File: src/rtl/adc_frame_rx.sv
// adc_frame_rx: MSB-first serial ADC frame receiver, all logic on falling dclk.
// Define ADC_CRC_EN to expect and verify a trailing CRC-8 (poly 0x07, init 0x00).
module adc_frame_rx #(
  parameter int DATA_BITS = 24,
  parameter int SAMPLES_PER_PERIOD = 8
) (
  input  logic                 dclk,
  input  logic                 rst_dclk_n,
  input  logic                 drdy,
  input  logic                 dout,
  input  logic                 ovr_clr,
  output logic [DATA_BITS-1:0] sample_data,
  output logic [2:0]           sample_idx,
  output logic                 sample_tog,
  output logic                 clip,
  output logic                 ovr_sticky,
  output logic                 crc_err_sticky,
  output logic                 busy
);
  localparam int CW = $clog2(DATA_BITS + 8);
`ifdef ADC_CRC_EN
  typedef enum logic [1:0] {IDLE, SHIFT, CRC} state_t;
`else
  typedef enum logic {IDLE, SHIFT} state_t;
`endif
  state_t state, state_nx;
  logic drdy_q, rise, done, done_nx, crc_ok;
  logic [CW-1:0] cnt;
  logic [DATA_BITS-1:0] sr;
  assign rise = drdy & ~drdy_q;
  assign busy = state != IDLE;
  always_comb begin
    state_nx = state;
    done_nx = 1'b0;
    case (state)
      IDLE: if (rise) state_nx = SHIFT;
      SHIFT: if (cnt == CW'(DATA_BITS - 1)) begin
`ifdef ADC_CRC_EN
        state_nx = CRC;
`else
        state_nx = IDLE;
        done_nx = 1'b1;
`endif
      end
`ifdef ADC_CRC_EN
      CRC: if (cnt == CW'(7)) begin
        state_nx = IDLE;
        done_nx = 1'b1;
      end
`endif
      default: state_nx = IDLE;
    endcase
  end
  // Completed frames publish one edge after the FSM returns to IDLE.
  always_ff @(negedge dclk or negedge rst_dclk_n)
    if (!rst_dclk_n) begin
      state <= IDLE;
      drdy_q <= 1'b0;
      done <= 1'b0;
      cnt <= '0;
      sr <= '0;
      sample_data <= '0;
      sample_idx <= '0;
      sample_tog <= 1'b0;
      clip <= 1'b0;
      ovr_sticky <= 1'b0;
    end else begin
      state <= state_nx;
      drdy_q <= drdy;
      done <= done_nx;
      cnt <= (state == IDLE || state_nx != state) ? '0 : cnt + CW'(1);
      if (state == SHIFT) sr <= {sr[DATA_BITS-2:0], dout};
      ovr_sticky <= (busy & rise) | (ovr_sticky & ~ovr_clr);
      if (done) begin
        sample_tog <= ~sample_tog;
        sample_idx <= (sample_idx == 3'(SAMPLES_PER_PERIOD - 1)) ? '0 : sample_idx + 3'd1;
        if (crc_ok) begin
          sample_data <= sr;
          clip <= (sr == {1'b0, {(DATA_BITS-1){1'b1}}}) || (sr == {1'b1, {(DATA_BITS-1){1'b0}}});
        end
      end
    end
`ifdef ADC_CRC_EN
  logic [7:0] crc_calc, crc_rx;
  assign crc_ok = crc_calc == crc_rx;
  // Both CRC registers are still valid on the publish edge and clear afterwards.
  always_ff @(negedge dclk or negedge rst_dclk_n)
    if (!rst_dclk_n) begin
      crc_calc <= '0;
      crc_rx <= '0;
      crc_err_sticky <= 1'b0;
    end else begin
      if (state == IDLE) begin
        crc_calc <= '0;
        crc_rx <= '0;
      end
      if (state == SHIFT) crc_calc <= {crc_calc[6:0], 1'b0} ^ ((crc_calc[7] ^ dout) ? 8'h07 : 8'h00);
      if (state == CRC) crc_rx <= {crc_rx[6:0], dout};
      crc_err_sticky <= (done & ~crc_ok) | (crc_err_sticky & ~ovr_clr);
    end
`else
  assign crc_ok = 1'b1;
  assign crc_err_sticky = 1'b0;
`endif
endmodule

File: config.mk
export PLATFORM = sky130hd
export DESIGN_NAME = adc_frame_rx
export DESIGN_NICKNAME = d
export VERILOG_FILES = /design/src/rtl/adc_frame_rx.sv
export SDC_FILE = /design/constraint.sdc
export NUM_CORES = 1
export LEC_CHECK = 0
export BUFFER_PORTS_ARGS = -buffer_cell sky130_fd_sc_hd__buf_4
export CAP_MARGIN = 15
export CORE_ASPECT_RATIO = 2
export CORE_MARGIN = 8
export CORE_UTILIZATION = 45
export DETAILED_ROUTE_END_ITERATION = 12
export PLACE_DENSITY = 0.68
export SETUP_SLACK_MARGIN = 0.1
export SLEW_MARGIN = 40
export SYNTH_ARGS = -nofsm -noshare
export SYNTH_HDL_FRONTEND = slang
export SYNTH_SLANG_ARGS = --single-unit
File: constraint.sdc
create_clock -name dclk -period 1.3 [get_ports dclk]
set_input_delay 0.13 -clock dclk [delete_from_list [all_inputs] [get_ports dclk]]
set_output_delay 0.13 -clock dclk [all_outputs]
set_load 0.005 [all_outputs]
==> impl_results.md <==
- Routability cong.: 0.789
- Die Span X: roughly 69 um
- Diodes inserted: 0
- Starting DRT DRC Count: 35
- First-pass GRT wire length: slightly below 9000 um
- Synth Cell Area: 2500 um^2
- Leak: 1.73 nW
- Outcome: complete, but fails checks
- Total design power: 8.23 mW
- Max Slew Vio Count: 0
- Clock Latency Late Sink: 320 ps
- Buf/Inv on CP: 1
- Mean number of vias per cell: 5.28
- Most frequent cells in the layout: 62 x dfrtn_1, 50 x buf_4, 30 x mux2_2
- Total of warnings raised by yosys: 0
- CP peak stage delay: between 400 and 500 ps
- Largest family of logic cells by synthesized area: multiplexers
- Post-Synth Adder-Cell Area: 1.50%
- Area of the multi-input gates: ~1000 um^2
- Commonest non-fill, non-tap cell in the layout: dfrtn_1
- Routed WL: roughly 5700 um
- Register area share after synthesis: 62.2%
- CP endpoint kind: output pin
- CP max FO: 2
- CP Cell Sequence: buf_4
- Failing checks: setup timing
- Global Route Usage Sum: 14.1%
- CP top delay family: flip-flops
- Worst hold slack: 189 ps
- Cts hold-fix bufs: 0
- Dpl cell area: 2950 um^2
- Cell count after synthesis: ~170
- TritonCTS clock tree: yes
- Syn Area/Cell: between 10 and 15 um^2
- Share of cells above drive strength 1: 59.8%
- Pre-CTS WS: -90.5 ps
- DIE HEIGHT: 121 um
- Number of fill cells: 380
- Layout Nets: approximately 250
- Arrival @ worst endpoint: between 1500 and 2000 ps
- Vias after detailed routing: roughly 1600
- H-tree Lvls: 3
- Remaining antenna violation count: 0
- CP max stage cell: dfrtn_1
- RSZ-0062 raised after global routing: yes
- Final HPWL DP: 3620 um
- Clock Skews: 5.81 ps
- Final Hold Viols: 0
- Fin util: 66.8%
- Clk slew on worst S/H paths: 50 ps
- Clk sinks: between 60 and 70
- Compound-Gate Fraction of Synth Area: under 10%
- Synth area leaders: dfrtn_1 62%, mux2_2 19%, mux2_4 3.6%, ha_1 1.5%, nand4_1 1.3%
- Initial Util: 46.5%
- CORE AREA: 5370 um^2
- Total of max-cap violations: 0
- Mux cell area share after synthesis: 23.0%
- TNS Setup: -13540 ps
- Placed cells: 274
- Largest net degree at the start of global routing: 25
- Finished Cell Area: 3590 um^2
- Xor/xnor cell area share of the yosys netlist: 1.05%
- Final Non-Filler Cells: between 300 and 400
- Synth unique cells: 28
- Final setup margin: -348 ps
- Setup violations, final: 61
- DRC: 0
- I/O pins: 37
- Root Buffer: clkbuf_8
- Initial antenna violation count: 0
- WP data required: between 1000 and 1500 ps
- Top-area cell type share of the netlist area: 62.2%
- Reg area: 1550 um^2
- Full die area: 8330 um^2
- Row Count: 38
- CTS buffer count: 9
- Area grow syn2layout: 43.9%
- Max clock buf depth: 2
- Cell taking the most area after synthesis: dfrtn_1
- CP Launch Type: flop
- Crit path kind: flop to output pin
- HP Class: input port to async pin
- Number of global-route vias before repair: 1808
- Port Buffers: 35
- WL/cell: 18.3 um
- Pwr/cell area: between 2000 and 2500 nW/um^2
- Worst vdd ir: 1.78 mV
- Reg2Reg Setup Slack: -160 ps
- Mapped Nets: 179
- DR pass1 iterations: 4
- Post-Synth Simple-Gate Area: 8.37%
- Synthesized flop and latch total: a little over 60
- Global route total overflow: 0
## worst paths after layout
path / start / depth (start not counted) / to
min in group dclk: cnt[0]$_DFF_NN0_ / 1 / cnt[0]$_DFF_NN0_
worst max-delay path: busy$_DFF_NN0_ / 1 / busy
max in group asynchronous: rst_dclk_n / 2 / sr[6]$_DFFE_NN0P_
worst min-delay path: rst_dclk_n / 1 / sample_idx[0]$_DFFE_NN0P_
worst max register to register: busy$_DFF_NN0_ / 6 / sr[6]$_DFFE_NN0P_
worst min register to register: cnt[0]$_DFF_NN0_ / 1 / cnt[0]$_DFF_NN0_
## cell families after synthesis
| family | after synthesis |
|---|---|
| simple gates | 36 |
| buf+inv | 12 |
| other cells | 1 |
| mux | 49 |
| fa+ha+maj | 3 |
| flops | 62 |
| compound gates | 5 |
| xor+xnor | 3 |
## flip-flops by register name (all words and copies together), names as in the netlist
signal / count
sr: 24
sample_tog: 1
ovr_sticky: 1
sample_idx: 3
done: 1
drdy_q: 1
busy: 1
sample_data: 24
clip: 1
cnt: 5
## metal layers
metal	vias up	track usage, %	routed length, um
met4	0	7.35	89
met5	-	0	0
met3	9	3.79	241
met2	33	24.5	3320
li1	763	-	-
met1	838	14.3	2040
## Yosys cell counts
cell type,instances
mux2_4,6
ha_1,3
nor3_2,1
nor4b_1,1
o221ai_1,1
nand4b_1,1
nand3b_1,1
nand2b_1,1
and2_1,1
buf_2,4
inv_1,5
o21ai_0,3
buf_4,2
mux2_2,43
xor2_1,3
buf_6,1
dfrtn_1,62
nand3_1,3
a21oi_1,1
nor2b_1,2
nand4_1,5
nor4b_2,1
nor2_1,7
nand2_1,5
nor3_1,2
nor4_1,4
nor3b_1,1
conb_1,1
## where the power goes
| part | total (mW) | internal [mW] | switching (mW) |
|---|---|---|---|
| Clock | 1.77 | 1.09 | 0.687 |
| Combinational | 2.88 | 1.94 | 0.949 |
| Sequential | 3.57 | 2.79 | 0.788 |
## cell type report
type | instances | share of cell area [%]
clock buffer | 13 | 4.98
multi-input combinational | 97 | 28.3
timing repair buffer | 71 | 19.8
clock inverter | 3 | 1.11
tap | 60 | 2.09
sequential | 62 | 43.2
inverter | 5 | 0.523
## worst reg2reg max path, delay by kind of cell (launching register included)
kind | cells | cell delay, ps
buffers and inverters | 5 | 540
muxes | 1 | 330
DFF | 1 | 430
## repair_timing
item	CTS	global route
setup endpoints to repair	57	80
cloned	1	2
resized for setup	24	23
pin swaps	2	4
setup buffers	13	5
(Power assumes the default switching activity.)
